**src/rtl/vend_pkg.sv**
```systemverilog
// Shared types and helpers for the multi-item vending controller.
//   state_t     : controller states
//   COIN5_CR    : credit value of a 5-unit coin
//   COIN10_CR   : credit value of a 10-unit coin
//   credit_add  : credit contributed by one cycle's coin pulses
package vend_pkg;

    typedef enum logic [1:0] {
        IDLE    = 2'd0,
        COLLECT = 2'd1,
        VEND    = 2'd2,
        CHANGE  = 2'd3
    } state_t;

    localparam int unsigned COIN5_CR  = 1;
    localparam int unsigned COIN10_CR = 2;

    // Both coins in one cycle add 3 credits.
    function automatic logic [1:0] credit_add(input logic coin5, input logic coin10);
        credit_add = (coin5  ? 2'(COIN5_CR)  : 2'd0)
                   + (coin10 ? 2'(COIN10_CR) : 2'd0);
    endfunction

endpackage

```
**src/rtl/vend_moore_multi_if.sv**
```systemverilog
// Front-end/dispenser bus of the vending controller.
//   master: coin/keypad side (drives coins, selection, cancel, restock)
//   slave : controller side (drives vend, change5, coin_reject, credit,
//           sold_out, busy)
interface vend_moore_multi_if #(
    parameter int unsigned NUM_ITEMS  = 4,
    parameter int unsigned MAX_CREDIT = 6
);
    localparam int unsigned IW = (NUM_ITEMS > 1) ? $clog2(NUM_ITEMS) : 1;
    localparam int unsigned CW = $clog2(MAX_CREDIT + 1);

    logic                 coin5;
    logic                 coin10;
    logic                 sel_valid;
    logic [IW-1:0]        sel_idx;
    logic                 cancel;
    logic                 restock;
    logic [NUM_ITEMS-1:0] vend;
    logic                 change5;
    logic                 coin_reject;
    logic [CW-1:0]        credit;
    logic [NUM_ITEMS-1:0] sold_out;
    logic                 busy;

    modport master (
        output coin5, coin10, sel_valid, sel_idx, cancel, restock,
        input  vend, change5, coin_reject, credit, sold_out, busy
    );

    modport slave (
        input  coin5, coin10, sel_valid, sel_idx, cancel, restock,
        output vend, change5, coin_reject, credit, sold_out, busy
    );

endinterface

```
**src/rtl/vend_stock.sv**
```systemverilog
// Per-item stock counters with saturating decrement and bulk reload.
//   clk, reset_n : clock, async active-low reset (loads STOCK_INIT)
//   dec_en_i     : take one unit of item dec_idx_i
//   dec_idx_i    : item to decrement
//   restock_i    : reload every counter to STOCK_INIT
//   sold_out_o   : bit i set when counter i is zero
module vend_stock #(
    parameter int unsigned NUM_ITEMS  = 4,
    parameter int unsigned STOCK_INIT = 2,
    parameter int unsigned IW         = 2
) (
    input  logic                 clk,
    input  logic                 reset_n,
    input  logic                 dec_en_i,
    input  logic [IW-1:0]        dec_idx_i,
    input  logic                 restock_i,
    output logic [NUM_ITEMS-1:0] sold_out_o
);
    localparam int unsigned SW = (STOCK_INIT > 0) ? $clog2(STOCK_INIT + 1) : 1;

    logic [SW-1:0] stock_q [NUM_ITEMS];

    // Reload has priority; counters never wrap below zero.
    always_ff @(posedge clk or negedge reset_n) begin
        if (!reset_n) begin
            for (int i = 0; i < NUM_ITEMS; i++) begin
                stock_q[i] <= SW'(STOCK_INIT);
            end
        end else begin
            for (int i = 0; i < NUM_ITEMS; i++) begin
                if (restock_i) begin
                    stock_q[i] <= SW'(STOCK_INIT);
                end else if (dec_en_i && (dec_idx_i == IW'(i)) && (stock_q[i] != '0)) begin
                    stock_q[i] <= stock_q[i] - SW'(1);
                end
            end
        end
    end

    always_comb begin
        for (int i = 0; i < NUM_ITEMS; i++) begin
            sold_out_o[i] = (stock_q[i] == '0);
        end
    end

endmodule

```
**src/rtl/vend_moore_multi.sv**
```systemverilog
// Multi-item Moore vending controller: coin credit, item selection,
// one-cycle vend pulse and serial 5-unit change/refund.
//   clk, reset_n : clock, async active-low reset
//   bus (slave)  : coins/selection/cancel/restock in;
//                  vend/change5/coin_reject/credit/sold_out/busy out
module vend_moore_multi
    import vend_pkg::*;
#(
    parameter int unsigned NUM_ITEMS  = 4,
    parameter int unsigned PRICE      = 3,
    parameter int unsigned MAX_CREDIT = 6,
    parameter int unsigned STOCK_INIT = 2,
    parameter int unsigned AUTO_VEND  = 0
) (
    input  logic              clk,
    input  logic              reset_n,
    vend_moore_multi_if.slave bus
);
    localparam int unsigned IW = (NUM_ITEMS > 1) ? $clog2(NUM_ITEMS) : 1;
    localparam int unsigned CW = $clog2(MAX_CREDIT + 1);

    state_t               state_q, state_d;
    logic [CW-1:0]        credit_q, credit_d;
    logic [IW-1:0]        item_q, item_d;
    logic                 coin_reject_q, coin_reject_d;
    logic [NUM_ITEMS-1:0] sold_out;
    logic                 sel_in_stock;
    logic                 sale;
    logic                 taken;
    logic                 coin_any;
    logic [CW+1:0]        credit_sum;
    logic                 restock_en;

    // Selected index is in range and that item still has stock.
    always_comb begin
        sel_in_stock = 1'b0;
        for (int i = 0; i < NUM_ITEMS; i++) begin
            if ((bus.sel_idx == IW'(i)) && !sold_out[i]) begin
                sel_in_stock = 1'b1;
            end
        end
    end

    // Next-state, credit and coin-acceptance decision.
    always_comb begin
        state_d       = state_q;
        credit_d      = credit_q;
        item_d        = item_q;
        coin_reject_d = 1'b0;
        sale          = 1'b0;
        taken         = 1'b0;
        coin_any      = bus.coin5 | bus.coin10;
        credit_sum    = (CW+2)'(credit_q) + (CW+2)'(credit_add(bus.coin5, bus.coin10));

        case (state_q)
            IDLE, COLLECT: begin
                // Cancel wins over selection and auto-vend.
                if ((state_q == COLLECT) && bus.cancel) begin
                    state_d = CHANGE;
                    taken   = 1'b1;
                end else if (AUTO_VEND != 0) begin
                    if ((state_q == COLLECT) && (credit_q >= CW'(PRICE)) && !sold_out[0]) begin
                        sale   = 1'b1;
                        item_d = '0;
                    end
                end else if (bus.sel_valid && (credit_q >= CW'(PRICE)) && sel_in_stock) begin
                    sale   = 1'b1;
                    item_d = bus.sel_idx;
                end

                if (sale) begin
                    taken    = 1'b1;
                    credit_d = credit_q - CW'(PRICE);
                    state_d  = VEND;
                end

                // A cycle's coins are taken all-or-nothing.
                if (coin_any) begin
                    if (taken || (credit_sum > (CW+2)'(MAX_CREDIT))) begin
                        coin_reject_d = 1'b1;
                    end else begin
                        credit_d = CW'(credit_sum);
                        state_d  = COLLECT;
                    end
                end
            end
            VEND: begin
                coin_reject_d = coin_any;
                state_d       = (credit_q != '0) ? CHANGE : IDLE;
            end
            CHANGE: begin
                coin_reject_d = coin_any;
                credit_d      = credit_q - CW'(1);
                if (credit_q == CW'(1)) begin
                    state_d = IDLE;
                end
            end
            default: begin
                state_d = IDLE;
            end
        endcase
    end

    // State and datapath registers.
    always_ff @(posedge clk or negedge reset_n) begin
        if (!reset_n) begin
            state_q       <= IDLE;
            credit_q      <= '0;
            item_q        <= '0;
            coin_reject_q <= 1'b0;
        end else begin
            state_q       <= state_d;
            credit_q      <= credit_d;
            item_q        <= item_d;
            coin_reject_q <= coin_reject_d;
        end
    end

    assign restock_en = bus.restock && (state_q == IDLE);

    vend_stock #(
        .NUM_ITEMS  (NUM_ITEMS),
        .STOCK_INIT (STOCK_INIT),
        .IW         (IW)
    ) u_stock (
        .clk        (clk),
        .reset_n    (reset_n),
        .dec_en_i   (sale),
        .dec_idx_i  (item_d),
        .restock_i  (restock_en),
        .sold_out_o (sold_out)
    );

    // Outputs decode from registers only.
    for (genvar g = 0; g < NUM_ITEMS; g++) begin : g_vend
        assign bus.vend[g] = (state_q == VEND) && (item_q == IW'(g));
    end

    assign bus.change5     = (state_q == CHANGE);
    assign bus.busy        = (state_q == VEND) || (state_q == CHANGE);
    assign bus.credit      = credit_q;
    assign bus.coin_reject = coin_reject_q;
    assign bus.sold_out    = sold_out;

endmodule

```
**src/flat_wrapper.sv**
```systemverilog
// flat-port wrapper written by rule: the top's interface ports become plain ports
module vend_moore_multi_flat import vend_pkg::*;
#(
    parameter int unsigned NUM_ITEMS  = 4,
    parameter int unsigned PRICE      = 3,
    parameter int unsigned MAX_CREDIT = 6,
    parameter int unsigned STOCK_INIT = 2,
    parameter int unsigned AUTO_VEND  = 0
)
  (clk, reset_n, bus_coin5, bus_coin10, bus_sel_valid, bus_sel_idx, bus_cancel, bus_restock, bus_vend, bus_change5, bus_coin_reject, bus_credit, bus_sold_out, bus_busy);
  vend_moore_multi_if #(.NUM_ITEMS(NUM_ITEMS), .MAX_CREDIT(MAX_CREDIT)) bus_i ();
  input  logic clk;
  input  logic reset_n;
  input wire logic [$bits(bus_i.coin5)-1:0] bus_coin5;
  input wire logic [$bits(bus_i.coin10)-1:0] bus_coin10;
  input wire logic [$bits(bus_i.sel_valid)-1:0] bus_sel_valid;
  input wire logic [$bits(bus_i.sel_idx)-1:0] bus_sel_idx;
  input wire logic [$bits(bus_i.cancel)-1:0] bus_cancel;
  input wire logic [$bits(bus_i.restock)-1:0] bus_restock;
  output wire logic [$bits(bus_i.vend)-1:0] bus_vend;
  output wire logic [$bits(bus_i.change5)-1:0] bus_change5;
  output wire logic [$bits(bus_i.coin_reject)-1:0] bus_coin_reject;
  output wire logic [$bits(bus_i.credit)-1:0] bus_credit;
  output wire logic [$bits(bus_i.sold_out)-1:0] bus_sold_out;
  output wire logic [$bits(bus_i.busy)-1:0] bus_busy;
  assign bus_i.coin5 = bus_coin5;
  assign bus_i.coin10 = bus_coin10;
  assign bus_i.sel_valid = bus_sel_valid;
  assign bus_i.sel_idx = bus_sel_idx;
  assign bus_i.cancel = bus_cancel;
  assign bus_i.restock = bus_restock;
  assign bus_vend = bus_i.vend;
  assign bus_change5 = bus_i.change5;
  assign bus_coin_reject = bus_i.coin_reject;
  assign bus_credit = bus_i.credit;
  assign bus_sold_out = bus_i.sold_out;
  assign bus_busy = bus_i.busy;
  vend_moore_multi #(.NUM_ITEMS(NUM_ITEMS), .PRICE(PRICE), .MAX_CREDIT(MAX_CREDIT), .STOCK_INIT(STOCK_INIT), .AUTO_VEND(AUTO_VEND)) u_core (.clk(clk), .reset_n(reset_n), .bus(bus_i));
endmodule
```
**config.mk**
```make
export PLATFORM = sky130hd
export DESIGN_NAME = vend_moore_multi_flat
export DESIGN_NICKNAME = d
export VERILOG_FILES = /design/src/rtl/vend_pkg.sv /design/src/rtl/vend_moore_multi_if.sv /design/src/rtl/vend_stock.sv /design/src/rtl/vend_moore_multi.sv /design/src/flat_wrapper.sv
export SDC_FILE = /design/constraint.sdc
export NUM_CORES = 1
export LEC_CHECK = 0
export BUFFER_PORTS_ARGS = -buffer_cell sky130_fd_sc_hd__buf_4
export CORE_UTILIZATION = 30
export CTS_CLUSTER_DIAMETER = 200
export DETAILED_ROUTE_END_ITERATION = 12
export GPL_ROUTABILITY_DRIVEN = 0
export REMOVE_ABC_BUFFERS = 1
export SYNTH_ARGS = -nofsm -noshare
export SYNTH_HDL_FRONTEND = slang
export SYNTH_HIERARCHICAL = 1
export SYNTH_SLANG_ARGS = --single-unit
```
**constraint.sdc**
```tcl
create_clock -name clk -period 4.4 [get_ports clk]
set_input_delay 0.44 -clock clk [delete_from_list [all_inputs] [get_ports clk]]
set_output_delay 0.44 -clock clk [all_outputs]
set_load 0.03 [all_outputs]
```
# Word-level counts from Yosys, hierarchy flattened

Cells that the tools add are included.

Add/sub/neg operators: 8
Order comparisons: 2
Eq/ne operators: 14
Multiplexer cells: 38
Bitwise gates (word level): 1
Reduce and logical (&&, ||, !) cells: 46

Operators with widths:

| operator                                                           | number |
|---|---|
| two-way mux 2 bit                                                  | 18 |
| logical AND 1 bit                                                  | 20 |
| nonzero test 2 bit                                                 | 9 |
| == test 2 bit (second input constant)                              | 8 |
| logical NOT 2 bit                                                  | 8 |
| two-way mux 1 bit                                                  | 14 |
| two-way mux 3 bit                                                  | 3 |
| == test 2 x 1 -> 1 bit (second input constant)                     | 4 |
| subtractor 2 x 1 -> 2 bit (second input constant)                  | 4 |
| one-hot mux 2 bit (3 select lines)                                 | 1 |
| one-hot mux 3 bit (2 select lines)                                 | 1 |
| greater-than comparator 5 x 3 -> 1 bit (second input constant)     | 1 |
| adder 3 x 2 -> 4 bit                                               | 1 |
| logical NOT 1 bit                                                  | 4 |
| OR reduction 2 bit                                                 | 2 |
| == test 3 x 1 -> 1 bit (second input constant)                     | 1 |
| greater-or-equal comparator 3 x 2 -> 1 bit (second input constant) | 1 |
| nonzero test 3 bit                                                 | 1 |
| subtractor 3 x 1 -> 3 bit (second input constant)                  | 1 |
| subtractor 3 x 2 -> 3 bit (second input constant)                  | 1 |
| adder 2 bit                                                        | 1 |
| logical OR 1 bit                                                   | 2 |
| inequality test 2 x 1 -> 1 bit (second input constant)             | 1 |
| one-hot mux 1 bit (2 select lines)                                 | 1 |
| bitwise OR 1 bit                                                   | 1 |

Flip-flop bits (word level): 16
Output and inout bits: 14
Word-level logic and storage cells: 117

# Logic depth before layout (Yosys ltp)

Depth in word-level cells: 17
Mapped depth: 8

# Modules after synthesis

Netlist, hierarchy kept.

Modules (own cells, without submodules):

| module           | instances | cells an instance | area each (um^2) | sequential area each (um^2) |
|---|---|---|---|---|
| vend_moore_multi | 1         | 73                | 742.0            | 200.2 |
| vend_stock       | 1         | 49                | 536.8            | 205.2 |

# Worst setup path before layout

OpenSTA, ideal clock, no wires.

Path type: register to register
Start: reg u_core/u_stock/stock_q[7] (netlist name)
End: reg u_core/u_stock/stock_q[6] (netlist name)
Arrival: 3.172 ns
Setup slack: 1.103 ns
Stages on the path, launching flop included: 9
Path buffers: 0
Path through: dfstp_2 inv_1 ha_1 mux4_2 or4_4 nor2_4 mux2_1 nor4b_4 mux2_4

Word-level cells in the longest chain between the ends: 15
Elaborated cells on any way between the ends: 20
Classes of those cells: 11 x mux; 9 x reduce/logical

RTL lines:

| item                             | RTL line               | source |
|---|---|---|
| start: declaration               | vend_stock.sv:21       | `logic [SW-1:0] stock_q [NUM_ITEMS];` |
| start signal: indexed assignment | vend_stock.sv:27       | `stock_q[i] <= SW'(STOCK_INIT);` |
| start signal: indexed assignment | vend_stock.sv:32       | `stock_q[i] <= SW'(STOCK_INIT);` |
| start signal: indexed assignment | vend_stock.sv:34       | `stock_q[i] <= stock_q[i] - SW'(1);` |
| logical NOT 2 bit                | vend_stock.sv:42       | `sold_out_o[i] = (stock_q[i] == '0);` |
| net bus_sold_out[0]              | flat_wrapper.sv:24     | `output wire logic [$bits(bus_i.sold_out)-1:0] bus_sold_out;` |
| logical NOT 1 bit                | vend_moore_multi.sv:38 | `if ((bus.sel_idx == IW'(i)) && !sold_out[i]) begin` |
| logical AND 1 bit                | vend_moore_multi.sv:38 |  |
| two-way mux 1 bit (4 in a row)   | vend_moore_multi.sv:38 |  |
| logical AND 1 bit                | vend_moore_multi.sv:66 | `end else if (bus.sel_valid && (credit_q >= CW'(PRICE)) && sel_in_stock) begin` |
| two-way mux 1 bit                | vend_moore_multi.sv:66 |  |
| two-way mux 1 bit                | vend_moore_multi.sv:58 | `if ((state_q == COLLECT) && bus.cancel) begin` |
| two-way mux 1 bit (2 in a row)   | vend_moore_multi.sv:55 | `case (state_q)` |
| net u_core.sale                  | vend_moore_multi.sv:28 | `logic sale;` |
| logical AND 1 bit (2 in a row)   | vend_stock.sv:33       | `end else if (dec_en_i && (dec_idx_i == IW'(i)) && (stock_q[i] != '0)) begin` |
| nonzero test 2 bit (no line)     | --                     |  |

The timed path passes the listed nets, and every way through them passes these cells. The select of a mux whose other input is x is not followed.
A chain may end at the register's enable or synchronous reset.

# Final worst setup path

Start: reg u_core/u_stock/stock_q[7] (netlist name)
End: reg u_core/u_stock/stock_q[6] (netlist name)

Word-level cells in the longest chain between the ends: 15
Elaborated cells on any way between the ends: 20
Classes of those cells: 11 x mux; 9 x reduce/logical

RTL lines:

| item                           | RTL line |
|---|---|
| logical NOT 2 bit              | vend_stock.sv:42 |
| logical NOT 1 bit              | vend_moore_multi.sv:38 |
| logical AND 1 bit              | vend_moore_multi.sv:38 |
| two-way mux 1 bit (4 in a row) | vend_moore_multi.sv:38 |
| logical AND 1 bit              | vend_moore_multi.sv:66 |
| two-way mux 1 bit              | vend_moore_multi.sv:66 |
| two-way mux 1 bit              | vend_moore_multi.sv:58 |
| two-way mux 1 bit (2 in a row) | vend_moore_multi.sv:55 |
| net u_core.sale                | vend_moore_multi.sv:28 |
| logical AND 1 bit (2 in a row) | vend_stock.sv:33 |
| nonzero test 2 bit (no line)   | -- |

The timed path passes the listed nets, and every way through them passes these cells. The select of a mux whose other input is x is not followed.

==> flow_summary.toml <==
[clock_tree]
cts-root-to-sink-buffers = 2
cts.hold.buffers_added = 0
clk_transition_reported_paths_ns = 0.07
clk_root_buffer_cell = "sky130_fd_sc_hd__clkbuf_8"
clock_tree.htree_level_count = 1
numClockSinks = 16
clk-insertion-delay-late_ns = 0.25
cts_tree = "yes"
cts-resized-gates = 0
cts_setup_buffers = 0
cts_made_buffers = 3

[global_routing]
first_global_vias = 960
maximum_number_of_pins_on_one_net_before_global_route_repair = 21
grt_antenna_before_repair = 0
wire_length_of_the_first_global_routing_pass_um = 4400
grt_util_all_layers_pct = 13.0
globalRoute.totalOverflow = 0

[job]
max_cap_violations = 0

[die]
ioPinCount = 23
core_area_sq_um = 4060
die_y_um = 67.3
die-width_um = 67.3
floorplan.rows = 23
die_outline_area_sq_um = 4530
floorplan.initialDensity_pct = 31.5

[power_and_ir_drop]
worst_vdd_ir_mv = 0.318
power.density_nw_per_um2 = 720
total_leakage_power_nw = 0.704
totalPowerFinal_mw = 1.11

[synth]
mappedNetlistArea_sq_um = 1280
syn_inst = 122
ys_seq_area_share_pct = 31.7
synthFlopType = "sky130_fd_sc_hd__dfrtp_1"
synth.avg_cell_area_sq_um = 10.5
netlist-cell-type-count = 40
synth_warnings = 6
async_flop_share_pct = 100
synth_enable_flop_cells = 0
postSynthRegisterBits = 16

[cells_and_area]
final_core_util_pct = 38.1
synthToLayoutAreaGrowth_pct = 20.9
instances_no_fill = 194
layout.nets = 166
antenna-diode-count = 0
layout-drive-gt1-share_pct = 32.6

[route]
postRouteAntennaNets = 0
final_routed_drc_violation_total = 0
drt_first_iter_violations = 43
detail_route.vias_per_cell = 5.06
wl_per_cell_um = 13.5
wirelength_um = 2610
dr_total_vias = 981
dr.pass1.iters = 4

[sta]
min_period_ns = 3.32
timing.final.setup_violations = 0
fmaxAchievable_mhz = 302
timing.clock.skew_ns = 0.00256
hold_slack_ns = 0.0387
setup_tns_ns = 0
timing_max_transition_violations_final = 0
finalHoldViolations = 0
rsz0062_at_grt = "false"
max-slew-margin-rel_pct = 52.0
period_share_pct = 75.4
tightestPinTransition_ns = 0.716

[place]
dpl.hpwl_um = 2070
placedCellCount = 190
numPortBuffers = 22

[critical_path]
path_max_fanout = 6
critPathRequiredTime_ns = 4.54
critical_path.startpoint_type = "register"
critPathArrivalTime_ns = 3.45
critPathKind = "register to register"
worstSetupEndpointType = "register"

[outcome]
outcome = "finished clean"

[min_path]
min_path_type = "primary input to asynchronous set/reset pin"
## final cells by class
cell class,count,area (sq um)
inverter,14,52.6
fill,413,2510
tap,50,62.6
timing repair buffer,23,173
multi-input combinational,87,798
clock buffer,4,55.1
sequential,16,405
## state kept, by name (all words and copies together), names as in the netlist
register                cells
u_core/u_stock/stock_q      8
u_core/bus.credit           3
u_core/item_q               2
u_core/state_q              2
u_core/bus.coin_reject      1
## logic make-up after synthesis
family | share of synthesized area, %
compound gates | 9.20
xor+xnor | 2.74
fa+ha+maj | 12.3
buf+inv | 5.87
flops | 31.7
mux | 13.5
simple gates | 24.7
## placed cells by master (no fill, tap or decap), types with 2 or more instances in the layout
cell | synthesis | final
sky130_fd_sc_hd__xnor2_1 | 4 | 4
sky130_fd_sc_hd__a21oi_1 | 4 | 4
sky130_fd_sc_hd__a32o_1 | 2 | 2
sky130_fd_sc_hd__mux2i_1 | 6 | 6
sky130_fd_sc_hd__mux2_2 | 2 | 2
sky130_fd_sc_hd__inv_1 | 14 | 14
sky130_fd_sc_hd__buf_4 | 1 | 23
sky130_fd_sc_hd__and4bb_4 | 2 | 2
sky130_fd_sc_hd__nor4b_1 | 2 | 2
sky130_fd_sc_hd__dfrtp_1 | 12 | 12
sky130_fd_sc_hd__nand2_1 | 2 | 2
sky130_fd_sc_hd__dfstp_2 | 4 | 4
sky130_fd_sc_hd__ha_1 | 11 | 11
sky130_fd_sc_hd__nor2b_1 | 10 | 10
sky130_fd_sc_hd__mux2_4 | 3 | 3
sky130_fd_sc_hd__mux2_1 | 2 | 2
sky130_fd_sc_hd__a221oi_1 | 2 | 2
sky130_fd_sc_hd__nor4bb_1 | 2 | 2
sky130_fd_sc_hd__nor2_1 | 13 | 13
sky130_fd_sc_hd__clkbuf_8 | 0 | 4
## synthesized netlist by cell type (2+ instances only)
master,count,area [sq um]
sky130_fd_sc_hd__nor4bb_1,2,20.0
sky130_fd_sc_hd__nor2b_1,10,62.6
sky130_fd_sc_hd__nand2_1,2,7.51
sky130_fd_sc_hd__clkbuf_1,4,15.0
sky130_fd_sc_hd__dfstp_2,4,105
sky130_fd_sc_hd__mux2_1,2,22.5
sky130_fd_sc_hd__a221oi_1,2,17.5
sky130_fd_sc_hd__mux2i_1,6,60.1
sky130_fd_sc_hd__a21oi_1,4,20.0
sky130_fd_sc_hd__mux2_2,2,22.5
sky130_fd_sc_hd__ha_1,11,138
sky130_fd_sc_hd__dfrtp_1,12,300
sky130_fd_sc_hd__mux2_4,3,45.0
sky130_fd_sc_hd__nor4b_1,2,17.5
sky130_fd_sc_hd__a32o_1,2,20.0
sky130_fd_sc_hd__xnor2_1,4,35.0
sky130_fd_sc_hd__nor2_1,13,48.8
sky130_fd_sc_hd__inv_1,14,52.6
sky130_fd_sc_hd__and4bb_4,2,32.5
## critical path: stages (launching register included)
cell	delay, ns
sky130_fd_sc_hd__dfstp_2	0.53
sky130_fd_sc_hd__inv_1	0.04
sky130_fd_sc_hd__ha_1	0.22
sky130_fd_sc_hd__mux4_2	0.54
sky130_fd_sc_hd__or4_4	0.56
sky130_fd_sc_hd__nor2_4	0.16
sky130_fd_sc_hd__mux2_1	0.43
sky130_fd_sc_hd__nor4b_4	0.38
sky130_fd_sc_hd__mux2_4	0.33
## through the flow
stage | instance area [sq um] | setup WS, ns
floorplan | 1260 | 1.10
global placement | 1490 | 1.18
detailed placement | 1490 | 1.09
CTS | 1550 | 1.09
global route | 1550 | 0.984
finish | 1550 | 1.08
## per-layer routing
layer  vias to the layer above  global-route usage [%]  wire length (um)
li1                        471                       -                 -
met1                       474                    15.1              1100
met2                        32                    23.4              1330
met3                         4                    3.21               155
met4                         0                    3.72                31
met5                         -                       0                 0
## where the power goes
group | leakage, nW | switching [mW] | total, mW | internal, mW
Combinational | 0.493 | 0.356 | 0.669 | 0.313
Sequential | 0.182 | 0.0879 | 0.313 | 0.225
Clock | 0.0288 | 0.0522 | 0.132 | 0.0794
Total | 0.704 | 0.496 | 1.11 | 0.618
## final timing paths
path	depth (start not counted)	slack, ns	endpoint	from
setup / recovery	8	1.08	u_core/u_stock/stock_q[6]$_DFFE_PN0P_	u_core/u_stock/stock_q[7]$_DFFE_PN1P_
hold / removal	1	0.04	u_core/u_stock/stock_q[4]$_DFFE_PN0P_	reset_n
setup reg to reg	8	1.08	u_core/u_stock/stock_q[6]$_DFFE_PN0P_	u_core/u_stock/stock_q[7]$_DFFE_PN1P_
hold reg to reg	2	0.53	u_core/u_stock/stock_q[5]$_DFFE_PN1P_	u_core/u_stock/stock_q[5]$_DFFE_PN1P_
max in group asynchronous	1	4.11	u_core/u_stock/stock_q[1]$_DFFE_PN1P_	reset_n
min in group clk	3	0.50	u_core/bus.coin_reject$_DFF_PN0_	bus_coin5
No activity file was read; power rests on OpenSTA's default activity.
